## src/rtl/id_part_if.sv

```systemverilog
//------------------------------------------------------------------------------
// Module : id_part_if
// Brief  : Decode-stage bus carrying instruction, write-back and decode results.
// Rev    : 1.0
//------------------------------------------------------------------------------
`default_nettype none

interface id_part_if;
  logic [31:0] PC;
  logic [31:0] IR;
  logic [31:0] Din;
  logic        WE;
  logic [4:0]  RW;
  logic [31:0] PCOut;
  logic [31:0] IROut;
  logic [31:0] signal;
  logic [31:0] R1;
  logic [31:0] R2;
  logic [31:0] R1Data;
  logic [31:0] R2Data;
  logic [31:0] RWOut;

  modport master (
    output PC, IR, Din, WE, RW,
    input  PCOut, IROut, signal, R1, R2, R1Data, R2Data, RWOut
  );

  modport slave (
    input  PC, IR, Din, WE, RW,
    output PCOut, IROut, signal, R1, R2, R1Data, R2Data, RWOut
  );
endinterface

`default_nettype wire

```

## src/rtl/id_part.sv

```systemverilog
//------------------------------------------------------------------------------
// Module : id_part
// Brief  : Instruction decode with 32x32 register file and write-through bypass.
// Rev    : 1.0
//------------------------------------------------------------------------------
`default_nettype none

module id_part (
  input  wire logic clk,
  input  wire logic rst,
  id_part_if.slave  bus
);
  localparam logic [5:0] c_OP_RTYPE = 6'h00, c_OP_J    = 6'h02, c_OP_JAL  = 6'h03;
  localparam logic [5:0] c_OP_BEQ   = 6'h04, c_OP_BNE  = 6'h05;
  localparam logic [5:0] c_OP_ADDI  = 6'h08, c_OP_ADDIU = 6'h09, c_OP_SLTI = 6'h0A;
  localparam logic [5:0] c_OP_SLTIU = 6'h0B, c_OP_ANDI = 6'h0C, c_OP_ORI  = 6'h0D;
  localparam logic [5:0] c_OP_XORI  = 6'h0E, c_OP_LUI  = 6'h0F;
  localparam logic [5:0] c_OP_LB    = 6'h20, c_OP_LH   = 6'h21, c_OP_LW   = 6'h23;
  localparam logic [5:0] c_OP_LBU   = 6'h24, c_OP_LHU  = 6'h25;
  localparam logic [5:0] c_OP_SB    = 6'h28, c_OP_SH   = 6'h29, c_OP_SW   = 6'h2B;

  localparam logic [1:0] c_SZ_WORD = 2'b00, c_SZ_HALF = 2'b01, c_SZ_BYTE = 2'b10;

  logic [31:0] r_regs [32];

  logic [5:0] w_op, w_funct;
  logic [4:0] w_rs, w_rt, w_rd;
  logic [4:0] w_r1, w_r2, w_rw;
  logic [3:0] w_aluop;
  logic       w_regwrite, w_memread, w_memwrite, w_alusrcimm, w_immzext;
  logic       w_beq, w_bne, w_jump, w_jumpreg, w_link, w_shamt, w_syscall;
  logic [1:0] w_memsize;
  logic       w_memsext;
  logic       w_wr_en;

  assign w_op    = bus.IR[31:26];
  assign w_rs    = bus.IR[25:21];
  assign w_rt    = bus.IR[20:16];
  assign w_rd    = bus.IR[15:11];
  assign w_funct = bus.IR[5:0];

  always_comb begin
    w_r1 = 5'd0; w_r2 = 5'd0; w_rw = 5'd0; w_aluop = 4'd0;
    w_regwrite = 1'b0; w_memread = 1'b0; w_memwrite = 1'b0;
    w_alusrcimm = 1'b0; w_immzext = 1'b0; w_beq = 1'b0; w_bne = 1'b0;
    w_jump = 1'b0; w_jumpreg = 1'b0; w_link = 1'b0; w_shamt = 1'b0;
    w_syscall = 1'b0; w_memsize = c_SZ_WORD; w_memsext = 1'b0;
    case (w_op)
      c_OP_RTYPE: begin
        case (w_funct)
          6'h20, 6'h21, 6'h22, 6'h23, 6'h24, 6'h25, 6'h26, 6'h27, 6'h2A, 6'h2B: begin
            w_regwrite = 1'b1; w_r1 = w_rs; w_r2 = w_rt; w_rw = w_rd;
            case (w_funct)
              6'h22, 6'h23: w_aluop = 4'd1;
              6'h24:        w_aluop = 4'd2;
              6'h25:        w_aluop = 4'd3;
              6'h26:        w_aluop = 4'd4;
              6'h27:        w_aluop = 4'd5;
              6'h2A:        w_aluop = 4'd6;
              6'h2B:        w_aluop = 4'd7;
              default:      w_aluop = 4'd0;
            endcase
          end
          6'h00, 6'h02, 6'h03: begin
            w_regwrite = 1'b1; w_shamt = 1'b1; w_r1 = w_rt; w_rw = w_rd;
            w_aluop = (w_funct == 6'h00) ? 4'd8 : (w_funct == 6'h02) ? 4'd9 : 4'd10;
          end
          6'h04, 6'h06, 6'h07: begin
            w_regwrite = 1'b1; w_r1 = w_rt; w_r2 = w_rs; w_rw = w_rd;
            w_aluop = (w_funct == 6'h04) ? 4'd8 : (w_funct == 6'h06) ? 4'd9 : 4'd10;
          end
          6'h08: begin
            w_jumpreg = 1'b1; w_r1 = w_rs;
          end
          6'h0C: begin
            // Service number lives in $v0, first argument in $a0
            w_syscall = 1'b1; w_r1 = 5'd2; w_r2 = 5'd4;
          end
          default: ;
        endcase
      end
      c_OP_ADDI, c_OP_ADDIU, c_OP_SLTI, c_OP_SLTIU,
      c_OP_ANDI, c_OP_ORI, c_OP_XORI, c_OP_LUI: begin
        w_regwrite = 1'b1; w_alusrcimm = 1'b1; w_r1 = w_rs; w_rw = w_rt;
        w_immzext = (w_op >= c_OP_ANDI);
        case (w_op)
          c_OP_SLTI:  w_aluop = 4'd6;
          c_OP_SLTIU: w_aluop = 4'd7;
          c_OP_ANDI:  w_aluop = 4'd2;
          c_OP_ORI:   w_aluop = 4'd3;
          c_OP_XORI:  w_aluop = 4'd4;
          c_OP_LUI:   w_aluop = 4'd11;
          default:    w_aluop = 4'd0;
        endcase
      end
      c_OP_LB, c_OP_LH, c_OP_LW, c_OP_LBU, c_OP_LHU: begin
        w_memread = 1'b1; w_regwrite = 1'b1; w_alusrcimm = 1'b1;
        w_r1 = w_rs; w_rw = w_rt;
        w_memsize = (w_op == c_OP_LW) ? c_SZ_WORD :
                    (w_op == c_OP_LH || w_op == c_OP_LHU) ? c_SZ_HALF : c_SZ_BYTE;
        w_memsext = (w_op == c_OP_LB || w_op == c_OP_LH);
      end
      c_OP_SB, c_OP_SH, c_OP_SW: begin
        w_memwrite = 1'b1; w_alusrcimm = 1'b1; w_r1 = w_rs; w_r2 = w_rt;
        w_memsize = (w_op == c_OP_SW) ? c_SZ_WORD :
                    (w_op == c_OP_SH) ? c_SZ_HALF : c_SZ_BYTE;
      end
      c_OP_BEQ, c_OP_BNE: begin
        w_aluop = 4'd1; w_r1 = w_rs; w_r2 = w_rt;
        w_beq = (w_op == c_OP_BEQ); w_bne = (w_op == c_OP_BNE);
      end
      c_OP_J:   w_jump = 1'b1;
      c_OP_JAL: begin
        w_jump = 1'b1; w_link = 1'b1; w_regwrite = 1'b1; w_rw = 5'd31;
      end
      default: ;
    endcase
  end

  assign bus.signal = {13'd0, w_memsext, w_memsize, w_syscall, w_shamt, w_link,
                       w_jumpreg, w_jump, w_bne, w_beq, w_immzext, w_alusrcimm,
                       w_memwrite, w_memread, w_regwrite && (w_rw != 5'd0), w_aluop};
  assign bus.PCOut  = bus.PC;
  assign bus.IROut  = bus.IR;
  assign bus.R1     = {27'd0, w_r1};
  assign bus.R2     = {27'd0, w_r2};
  assign bus.RWOut  = {27'd0, w_rw};

  assign w_wr_en = bus.WE && (bus.RW != 5'd0);

  always_ff @(posedge clk) begin
    if (rst) begin
      for (int i = 0; i < 32; i++) r_regs[i] <= 32'd0;
    end else if (w_wr_en) begin
      r_regs[bus.RW] <= bus.Din;
    end
  end

  // Same-cycle write-through so a dependent read never sees stale data
  assign bus.R1Data = (w_r1 == 5'd0) ? 32'd0 :
                      (w_wr_en && bus.RW == w_r1) ? bus.Din : r_regs[w_r1];
  assign bus.R2Data = (w_r2 == 5'd0) ? 32'd0 :
                      (w_wr_en && bus.RW == w_r2) ? bus.Din : r_regs[w_r2];
endmodule

`default_nettype wire

```

## src/flat_wrapper.sv

```systemverilog
// flat-port wrapper written by rule: the top's interface ports become plain ports
module id_part_flat 
  (clk, rst, bus_PC, bus_IR, bus_Din, bus_WE, bus_RW, bus_PCOut, bus_IROut, bus_signal, bus_R1, bus_R2, bus_R1Data, bus_R2Data, bus_RWOut);
  id_part_if bus_i ();
  input  wire logic clk;
  input  wire logic rst;
  input wire logic [$bits(bus_i.PC)-1:0] bus_PC;
  input wire logic [$bits(bus_i.IR)-1:0] bus_IR;
  input wire logic [$bits(bus_i.Din)-1:0] bus_Din;
  input wire logic [$bits(bus_i.WE)-1:0] bus_WE;
  input wire logic [$bits(bus_i.RW)-1:0] bus_RW;
  output wire logic [$bits(bus_i.PCOut)-1:0] bus_PCOut;
  output wire logic [$bits(bus_i.IROut)-1:0] bus_IROut;
  output wire logic [$bits(bus_i.signal)-1:0] bus_signal;
  output wire logic [$bits(bus_i.R1)-1:0] bus_R1;
  output wire logic [$bits(bus_i.R2)-1:0] bus_R2;
  output wire logic [$bits(bus_i.R1Data)-1:0] bus_R1Data;
  output wire logic [$bits(bus_i.R2Data)-1:0] bus_R2Data;
  output wire logic [$bits(bus_i.RWOut)-1:0] bus_RWOut;
  assign bus_i.PC = bus_PC;
  assign bus_i.IR = bus_IR;
  assign bus_i.Din = bus_Din;
  assign bus_i.WE = bus_WE;
  assign bus_i.RW = bus_RW;
  assign bus_PCOut = bus_i.PCOut;
  assign bus_IROut = bus_i.IROut;
  assign bus_signal = bus_i.signal;
  assign bus_R1 = bus_i.R1;
  assign bus_R2 = bus_i.R2;
  assign bus_R1Data = bus_i.R1Data;
  assign bus_R2Data = bus_i.R2Data;
  assign bus_RWOut = bus_i.RWOut;
  id_part u_core (.clk(clk), .rst(rst), .bus(bus_i));
endmodule
```

## config.mk

```make
export PLATFORM = sky130hd
export DESIGN_NAME = id_part_flat
export DESIGN_NICKNAME = d
export VERILOG_FILES = /design/src/rtl/id_part_if.sv /design/src/rtl/id_part.sv /design/src/flat_wrapper.sv
export SDC_FILE = /design/constraint.sdc
export NUM_CORES = 2
export LEC_CHECK = 0
export CORE_MARGIN = 1
export CORE_UTILIZATION = 40
export CTS_CLUSTER_SIZE = 12
export DETAILED_ROUTE_END_ITERATION = 16
export GPL_TIMING_DRIVEN = 1
export SLEW_MARGIN = 10
export SYNTH_ARGS = -nofsm -noshare
export SYNTH_HDL_FRONTEND = slang
export SYNTH_SLANG_ARGS = --single-unit
```

## constraint.sdc

```tcl
create_clock -name clk -period 12 [get_ports clk]
set_input_delay 2.4 -clock clk [delete_from_list [all_inputs] [get_ports clk]]
set_output_delay 2.4 -clock clk [all_outputs]
set_load 0.05 [all_outputs]
```

==> flow_summary.ini <==
[yosys]
syn_avg_cell_area_um2 = 10.2
synth_edf_count = 1024
yosysTopAreaCell = edfxtp_1
seq_area_frac_synth_pct = 51.2
synth.area.top_cells = edfxtp_1 (51%), and2_1 (10%), mux2i_1 (6.2%), nand2_1 (5.8%), clkbuf_1 (2.9%)
netlist_area_um2 = 60100
yosys_warnings = 0
synthCells = 5881
synth.most_common_cell = edfxtp_1
ys_seq_elements = 1024
ys_types = 77
synth_top_area_share_pct = 51.2
synth_common_cells = edfxtp_1 (1024), and2_1 (969), nand2_1 (928)
ys.flop_type = edfxtp_1
synthArstFlopShare_pct = 0

[power]
clkPwrFrac_pct = 38.3
power.share.sequential_pct = 46.0
p_sw_share_pct = 29.7
pwr-share-comb_pct = 15.7
ir_worst_vdd_v = 0.000133
p_switching_mw = 2.73
p_int_mw = 6.48
cellPowerDensity_nw_per_um2 = 137
p_leak_nw = 24.0

[die]
rows = 141
io_pins = 360
dieArea_um2 = 152000
die_w_um = 390
start_util_pct = 40.5
fp.coreArea_um2 = 148000
dieHeight_um = 390

[timing]
period_minus_slack_ns = 10.58
finalWorstSetupSlack_ns = 1.42
report.final.slew_viol_count = 0
rsz0062_at_grt = false
slew_headroom_pct = 13.7
fmax_ghz = 0.0946
setup_viol = 0
fin_crit_sh_pct = 88.1
setup_tns_ns = 0
holdWs_ns = 2.49
worstMarginPinSlew_ns = 1.29
hold_violations = 0

[clock_network]
cts_buffers = 117
cts.path.max_buffers = 3
clock_sinks = 1024
hold_buffers = 0
htree_num_levels = 3
post-cts-setup-buffers = 0
cts_root_buffer = clkbuf_16
clkTransAtPathRegs_ns = 0.06
cts_tree = yes
cts.repair.resized = 0

[min_path]
hold_class = in2reg
hold_path_depth = 2

[worst_setup_path]
critPathKind = in2out
critPathArrivalTime_ns = 8.18
setup.worst_path.start_class = input port
path_max_fanout = 27
cp.required_ns = 9.60
critPathCaptureType = primary output

[detailed_routing]
wl_mm = 273
wl_per_cell_um = 34.8
drc = 0
via_count = 51700
via_per_inst = 6.59
detail-route-antenna-nets = 0
first_pass_iters = 9
drtIter0Drc = 9698

[place]
place_ws_ns = 1.58
gp_congestion = 0.927
dp_hpwl_mm = 157
io_buffers = 191

[finish]
largest_reg_flops = 1024
fin_nets = 5833
area_growth_pct = 11.9
drive_above_1_share_pct = 10.2
largest_registers = u_core.r_regs x1024
largest-register = u_core.r_regs

[global_route]
grt_overflow = 0
grt_pass1_vias = 47600
antenna_found_initial = 22
grt_pass1_wl_mm = 372
grt_util_all_layers_pct = 34.8
grt_max_degree = 163

[run]
max-cap-violations = 0

[outcome]
status = complete, no violations
-- worst paths after layout --
kind,end,startpoint
min,u_core.r_regs[0][17],rst
max,bus_R1Data[22],bus_IR[28]
-- worst max-delay path, stage by stage --
cell and delay (ns):
clkdlybuf4s50_1 0.75, or4_1 0.77, nor3_2 0.37, nand3_1 0.16, buf_4 0.29, and3_4 0.45
buf_4 0.33, nor2_4 0.52, buf_4 0.49, a222oi_1 0.18, o211ai_1 0.67, o211ai_1 0.27
o211a_1 0.24, buf_4 0.20
-- per-stage QoR --
| stage | cell area (um^2) | total power, mW | std cells | utilization (%) |
|---|---|---|---|---|
| 3_3_place_gp | 63600 | 5.69 | 7612 | 42.9 |
| 5_1_grt | 67200 | 9.38 | 7828 | 45.3 |
| 3_5_place_dp | 63600 | 5.70 | 7612 | 42.9 |
| 2_1_floorplan | 60600 | 5.15 | 6006 | - |
| 4_1_cts | 67200 | 9.15 | 7827 | 45.3 |
| 6_report | 67300 | 9.22 | 7842 | 45.3 |
-- final cells by class --
class | instances | area (um^2)
Tap cell | 2002 | 2500
Clock inverter | 73 | 621
Clock buffer | 142 | 3040
Fill cell | 13600 | 81100
Timing Repair Buffer | 385 | 3850
Multi-Input combinational cell | 4129 | 26200
Inverter | 72 | 323
Sequential cell | 1024 | 30700
Antenna cell | 15 | 37.5
-- power groups by stage --
| stage | Sequential, mW | Combinational (mW) | Clock [mW] |
|---|---|---|---|
| 6_report | 4.24 | 1.45 | 3.53 |
| 5_1_grt | 4.26 | 1.47 | 3.64 |
| 4_1_cts | 4.24 | 1.40 | 3.52 |
| 3_5_place_dp | 4.31 | 1.39 | 0 |
| 3_3_place_gp | 4.30 | 1.39 | 0 |
| 2_1_floorplan | 4.27 | 0.872 | 0 |
-- cells in the final DEF, fill, tap and decap left out, types with 30 or more instances in the layout --
| cell type | instances |
|---|---|
| buf_4 | 206 |
| a221oi_1 | 60 |
| a311oi_1 | 96 |
| nor2_1 | 55 |
| buf_12 | 52 |
| nand3_1 | 224 |
| and2_1 | 965 |
| nand2_1 | 927 |
| a31oi_1 | 136 |
| o211a_1 | 30 |
| a211oi_2 | 30 |
| mux2i_1 | 375 |
| a21oi_1 | 34 |
| and3_1 | 208 |
| clkbuf_16 | 118 |
| a211oi_1 | 160 |
| clkdlybuf4s50_1 | 126 |
| o21ai_0 | 88 |
| nor3_1 | 38 |
| clkinv_1 | 33 |
| nor2_4 | 30 |
| inv_1 | 62 |
| conb_1 | 126 |
| a32oi_1 | 31 |
| nand4_1 | 47 |
| o211ai_1 | 96 |
| edfxtp_1 | 1024 |
| a311o_1 | 30 |
-- layer usage --
| metal | track usage [%] | up-vias | part of all wire [%] |
|---|---|---|---|
| li1 | - | 20900 | - |
| met1 | 44.8 | 25000 | 36 |
| met2 | 50.3 | 4732 | 42 |
| met3 | 11.0 | 1074 | 15 |
| met4 | 22.7 | 2 | 7.5 |
| met5 | 0 | - | 0.0037 |
-- kinds of logic after synthesis --
group / Yosys count / synth area share [%]
flip-flops: 1024 / 51.2
other: 1 / 0.00624
AND/OR/NAND/NOR: 2597 / 22.4
AO/OA/AOI/OAI: 1021 / 13.2
buffers and inverters: 853 / 6.87
XOR/XNOR: 8 / 0.117
multiplexers: 377 / 6.28
(Power assumes the default switching activity.)
